## config.mk

```make
export PLATFORM = sky130hd
export DESIGN_NAME = block_to_word_converter
export DESIGN_NICKNAME = d
export VERILOG_FILES = /design/src/rtl/block_to_word_converter.sv
export SDC_FILE = /design/constraint.sdc
export NUM_CORES = 1
export LEC_CHECK = 0
export BUFFER_PORTS_ARGS = -buffer_cell sky130_fd_sc_hd__buf_2
export CORE_UTILIZATION = 57
export CTS_CLUSTER_SIZE = 30
export DETAILED_ROUTE_END_ITERATION = 10
export PLACE_DENSITY = 0.85
export SYNTH_ARGS = -nofsm -noshare
export SYNTH_HDL_FRONTEND = slang
export SYNTH_SLANG_ARGS = --single-unit
export TNS_END_PERCENT = 50
```

## constraint.sdc

```tcl
create_clock -name clock -period 3.7 [get_ports clock]
set_input_delay 0.74 -clock clock [delete_from_list [all_inputs] [get_ports clock]]
set_output_delay 0.74 -clock clock [all_outputs]
set_load 0.05 [all_outputs]
```

## src/rtl/block_to_word_converter.sv

```systemverilog
// Unpacks BSIZE-bit blocks into WSIZE-bit words, lowest word slot first, behind a valid/ready port.
// Optional feature macro: BTW_PREFETCH_EN adds a spare block register that hides block-fetch latency.
module block_to_word_converter #(
    parameter int WSIZE  = 32,
    parameter int BSIZE  = 256,
    parameter int RD_LAT = 1
) (
    input  logic             clock,
    input  logic             reset,
    input  logic [BSIZE-1:0] block_in,
    input  logic             block_hold,
    output logic             read_block,
    output logic [WSIZE-1:0] word_out,
    output logic             word_valid,
    input  logic             word_ready,
    output logic             last_word,
    output logic             busy
);
    localparam int WPERB = BSIZE / WSIZE;
    localparam int CW    = $clog2(WPERB);
    localparam logic [CW-1:0] LAST_IDX = CW'(WPERB - 1);
    localparam logic [1:0]    LAT      = 2'(RD_LAT);

    typedef enum logic [1:0] {
        IDLE,
        REQ,
        WAIT,
        SHIFT
    } state_e;

    state_e           state_q, state_d;
    logic [BSIZE-1:0] shift_q, shift_d;
    logic [CW-1:0]    count_q, count_d;
    logic             read_q, read_d;
    logic             inflight_q, inflight_d;
    logic [1:0]       lat_cnt_q, lat_cnt_d;

    logic             capture;
    logic             transfer;
    logic             at_last;
    logic             issue;
    logic             spare_valid;
    logic             spare_take;
    logic [BSIZE-1:0] spare_data;

    // A fetch is tracked independently of the FSM so a prefetch and a demand fetch share one counter.
    assign capture  = inflight_q && !read_q && (lat_cnt_q == LAT);
    assign transfer = (state_q == SHIFT) && word_ready;
    assign at_last  = (count_q == LAST_IDX);

    assign read_block = read_q;
    assign word_out   = shift_q[WSIZE-1:0];
    assign word_valid = (state_q == SHIFT);
    assign last_word  = (state_q == SHIFT) && at_last;
    assign busy       = (state_q != IDLE);

`ifdef BTW_PREFETCH_EN
    logic [BSIZE-1:0] spare_q;
    logic             spare_valid_q;

    assign spare_valid = spare_valid_q;
    assign spare_data  = spare_q;
    assign issue       = (state_q == SHIFT) && !spare_valid_q && !block_hold && !inflight_q;
    assign spare_take  = spare_valid_q && ((state_q == IDLE) || (transfer && at_last));

    always_ff @(posedge clock) begin
        if (reset) begin
            spare_q       <= '0;
            spare_valid_q <= 1'b0;
        end else if (capture && (state_q == SHIFT) && !(transfer && at_last)) begin
            spare_q       <= block_in;
            spare_valid_q <= 1'b1;
        end else if (spare_take) begin
            spare_valid_q <= 1'b0;
        end
    end
`else
    assign spare_valid = 1'b0;
    assign spare_data  = '0;
    assign issue       = 1'b0;
    assign spare_take  = 1'b0;
`endif

    always_comb begin
        lat_cnt_d = lat_cnt_q;
        if (read_q) begin
            lat_cnt_d = 2'd1;
        end else if (capture) begin
            lat_cnt_d = 2'd0;
        end else if (inflight_q) begin
            lat_cnt_d = lat_cnt_q + 2'd1;
        end
    end

    always_comb begin
        state_d    = state_q;
        shift_d    = shift_q;
        count_d    = count_q;
        read_d     = 1'b0;
        inflight_d = inflight_q;
        if (capture) begin
            inflight_d = 1'b0;
        end
        case (state_q)
            IDLE: begin
                if (spare_valid) begin
                    shift_d = spare_data;
                    count_d = '0;
                    state_d = SHIFT;
                end else if (!block_hold) begin
                    read_d     = 1'b1;
                    inflight_d = 1'b1;
                    state_d    = REQ;
                end
            end
            REQ: begin
                state_d = WAIT;
            end
            WAIT: begin
                if (capture) begin
                    shift_d = block_in;
                    count_d = '0;
                    state_d = SHIFT;
                end
            end
            SHIFT: begin
                if (issue) begin
                    read_d     = 1'b1;
                    inflight_d = 1'b1;
                end
                if (transfer) begin
                    shift_d = shift_q >> WSIZE;
                    if (at_last) begin
                        // A waiting block continues the stream with no bubble.
                        count_d = '0;
                        if (spare_valid) begin
                            shift_d = spare_data;
                        end else if (capture) begin
                            shift_d = block_in;
                        end else if (inflight_q || issue) begin
                            state_d = WAIT;
                        end else begin
                            state_d = IDLE;
                        end
                    end else begin
                        count_d = count_q + CW'(1);
                    end
                end
            end
            default: begin
                state_d = IDLE;
            end
        endcase
    end

    always_ff @(posedge clock) begin
        if (reset) begin
            state_q    <= IDLE;
            shift_q    <= '0;
            count_q    <= '0;
            read_q     <= 1'b0;
            inflight_q <= 1'b0;
            lat_cnt_q  <= 2'd0;
        end else begin
            state_q    <= state_d;
            shift_q    <= shift_d;
            count_q    <= count_d;
            read_q     <= read_d;
            inflight_q <= inflight_d;
            lat_cnt_q  <= lat_cnt_d;
        end
    end

endmodule
```

==> impl_metrics.env <==
export IMPL_run_status="finished, final reports clean"
export IMPL_numPortBuffers=295
export IMPL_yosys_area_top_type="dfxtp_1"
export IMPL_wirelength_um=32160
export IMPL_tightestPinTransition_ps=961.2
export IMPL_power_density_nw_per_um2=456.0
export IMPL_detail_route_antenna_nets=0
export IMPL_tns_ps=0
export IMPL_min_to="shift_q[234]"
export IMPL_final_hold_viol_count=0
export IMPL_placed_cells=1880
export IMPL_yosysWarnings=0
export IMPL_fillers=1631
export IMPL_ys_types=27
export IMPL_layout_nets=1907
export IMPL_max_cap_violations=0
export IMPL_vdd_ir_drop_max_uv=374.4
export IMPL_synthTopCellsByCount="dfxtp_1 (265), a21oi_1 (263), nand2_1 (260)"
export IMPL_synth_edf_count=0
export IMPL_dieArea_um2=20690
export IMPL_clkLatencyLatePin_ps=520
export IMPL_dr_total_vias=10920
export IMPL_grt_usage=0.3056
export IMPL_netlist_instances=1470
export IMPL_core_um2=19590
export IMPL_antenna_found_initial=5
export IMPL_cts_sinks=265
export IMPL_synth_avg_cell_area_um2=7.803
export IMPL_ys_ff_latch=265
export IMPL_end_kind="output pin"
export IMPL_r2r_start="lat_cnt_q[1]"
export IMPL_numCtsBuffers=27
export IMPL_fmax_ghz=0.3873
export IMPL_cp_start_kind="register"
export IMPL_rr_worst_depth=7
export IMPL_finalSetupViolCount=0
export IMPL_worstPathMaxFanout=7
export IMPL_rsz0062_at_grt="no"
export IMPL_fin_crit_sh=0.6979
export IMPL_async_flop_share=0
export IMPL_max_slew_margin_rel=0.3578
export IMPL_htree_levels=1
export IMPL_die_width_um=143.9
export IMPL_grt_pass1_wl_um=50460
export IMPL_drv_slew=0
export IMPL_power_leakage_uw=0.005952
export IMPL_overflow=0
export IMPL_dp_hpwl_um=21590
export IMPL_grt_max_degree=131
export IMPL_cts_buffer_depth=3
export IMPL_ff2ff_setup_slack_ps=1170
export IMPL_drive_gt1_frac=0.2258
export IMPL_min_from="shift_q[234]"
export IMPL_finClkSkew_ps=7.365
export IMPL_holdPathStages=2
export IMPL_period_minus_slack_ps=2582
export IMPL_total_power_uw=6176
export IMPL_rows=51
export IMPL_hold_path_class="reg -> reg"
export IMPL_fin_cells=1932
export IMPL_syn_area_um2=11470
export IMPL_synth_flop_cell="dfxtp_1"
export IMPL_grt_pass1_vias=9968
export IMPL_clk_pin_slew_worst_paths_ps=60
export IMPL_synth_top_area_share=0.4625
export IMPL_cts_setup_buffers=0
export IMPL_post_cts_resized=0
export IMPL_synthTopCellsByArea="dfxtp_1 (46%), a211oi_1 (14%), a21oi_1 (11%)"
export IMPL_drtIter0Drc=850
export IMPL_io_pins=296
export IMPL_r2r_end="shift_q[135]"
export IMPL_syn_nets=1733
export IMPL_yosysMostFrequentCell="dfxtp_1"
export IMPL_start_util=0.5855
export IMPL_syn2layout_area_growth_pct=18.09
export IMPL_postCtsHoldBufs=0
export IMPL_path_class="reg -> out"
export IMPL_gp_congestion=0.8431
export IMPL_root_buffer="clkbuf_16"
export IMPL_ys_seq_area_frac=0.4625
export IMPL_cts_tree="done"
export IMPL_drt_first_pass_iters=5
export IMPL_routedWlPerCell_um=16.64
export IMPL_die_h_um=143.9
export IMPL_drc_errors=0
export IMPL_arrival_ps=1840
export IMPL_vias_per_cell=5.652
export IMPL_crit_required_ps=2960
==> registers in the layout (all words and copies together), names as in the netlist <==
register / cells
lat_cnt_q: 2
count_q: 3
state_q: 2
read_block: 1
shift_q: 256
inflight_q: 1
==> cells by family (layout without fill, tap and decap cells) <==
kind of cell,after synthesis,in the layout,share of synthesized area
other,0,6,0
adders and majority gates,3,3,0.003273
buffers and inverters,176,367,0.08182
AOI/OAI and AO/OA,495,495,0.2728
and+or+nand+nor,531,531,0.1796
DFF,265,265,0.4625
==> per-stage QoR <==
| stage | util | setup WS, ps | area, um2 | hold WS [ps] |
|---|---|---|---|---|
| floorplan | - | 1741 | 11470 | 432.1 |
| global placement | 0.6472 | 1318 | 12680 | 438.3 |
| detailed placement | 0.6472 | 1230 | 12680 | 445.9 |
| CTS | 0.6906 | 1118 | 13530 | 438.9 |
| global route | 0.6909 | 943.1 | 13530 | 445.4 |
| finish | 0.6914 | 1118 | 13540 | 449.7 |
==> metal layers <==
layer  part of all wire  global-route usage
met4              0.041              0.1433
met1               0.42              0.4032
met5            0.00081                   0
met2               0.47              0.4889
met3              0.068             0.04765
==> worst max-delay path: stages (launching register included) <==
cell	delay, ps
dfxtp_1	360
ha_1	170
ha_1	330
and3_1	200
buf_2	260
==> placed cells by master (no fill, tap or decap) <==
master / n
nor3_1: 2
clkbuf_8: 10
nand2_2: 1
clkbuf_1: 2
nand2_1: 260
a311oi_1: 2
clkinv_4: 1
a211oi_2: 10
clkinv_2: 7
and3_1: 1
nor2b_1: 1
o21ai_0: 2
dfxtp_1: 265
buf_12: 11
nor2_1: 228
diode_2: 6
ha_1: 3
nand3_1: 34
a21o_4: 1
buf_4: 10
or3_1: 2
a21oi_4: 1
a22oi_4: 1
a21oi_1: 263
clkbuf_16: 27
a21boi_0: 1
inv_1: 5
buf_2: 294
a211oi_1: 213
a22o_4: 1
or4_1: 1
and3b_1: 1
==> where the power goes <==
group | leakage, uW | internal, uW | switching (uW)
clock | 0.000431 | 1510 | 1090
sequential | 0.00214 | 2930 | 52.3
combinational | 0.00338 | 234 | 362
total | 0.00595 | 4670 | 1500
==> final cells by class <==
type | count | area (um2) | area share
clock inverters | 8 | 43.79 | 0.003233
multi-input cells | 1029 | 5243 | 0.3871
repair buffers | 316 | 1780 | 0.1315
flip-flops and latches | 265 | 5305 | 0.3917
well taps | 265 | 331.6 | 0.02448
clock buffers | 38 | 807.0 | 0.05958
diodes | 6 | 15.01 | 0.001109
inverters | 5 | 18.77 | 0.001386
==> worst max-delay path by stage <==
stage                  from      endpoint  slack [ps]
6_report         count_q[0]     last_word        1120
5_1_grt        lat_cnt_q[0]   shift_q[67]         940
4_1_cts          count_q[0]     last_word        1120
3_5_place_dp   lat_cnt_q[1]  shift_q[135]        1230
3_3_place_gp   lat_cnt_q[1]  shift_q[129]        1320
2_1_floorplan    count_q[0]     last_word        1740
Note: power is estimated with default switching activity, not from simulation.
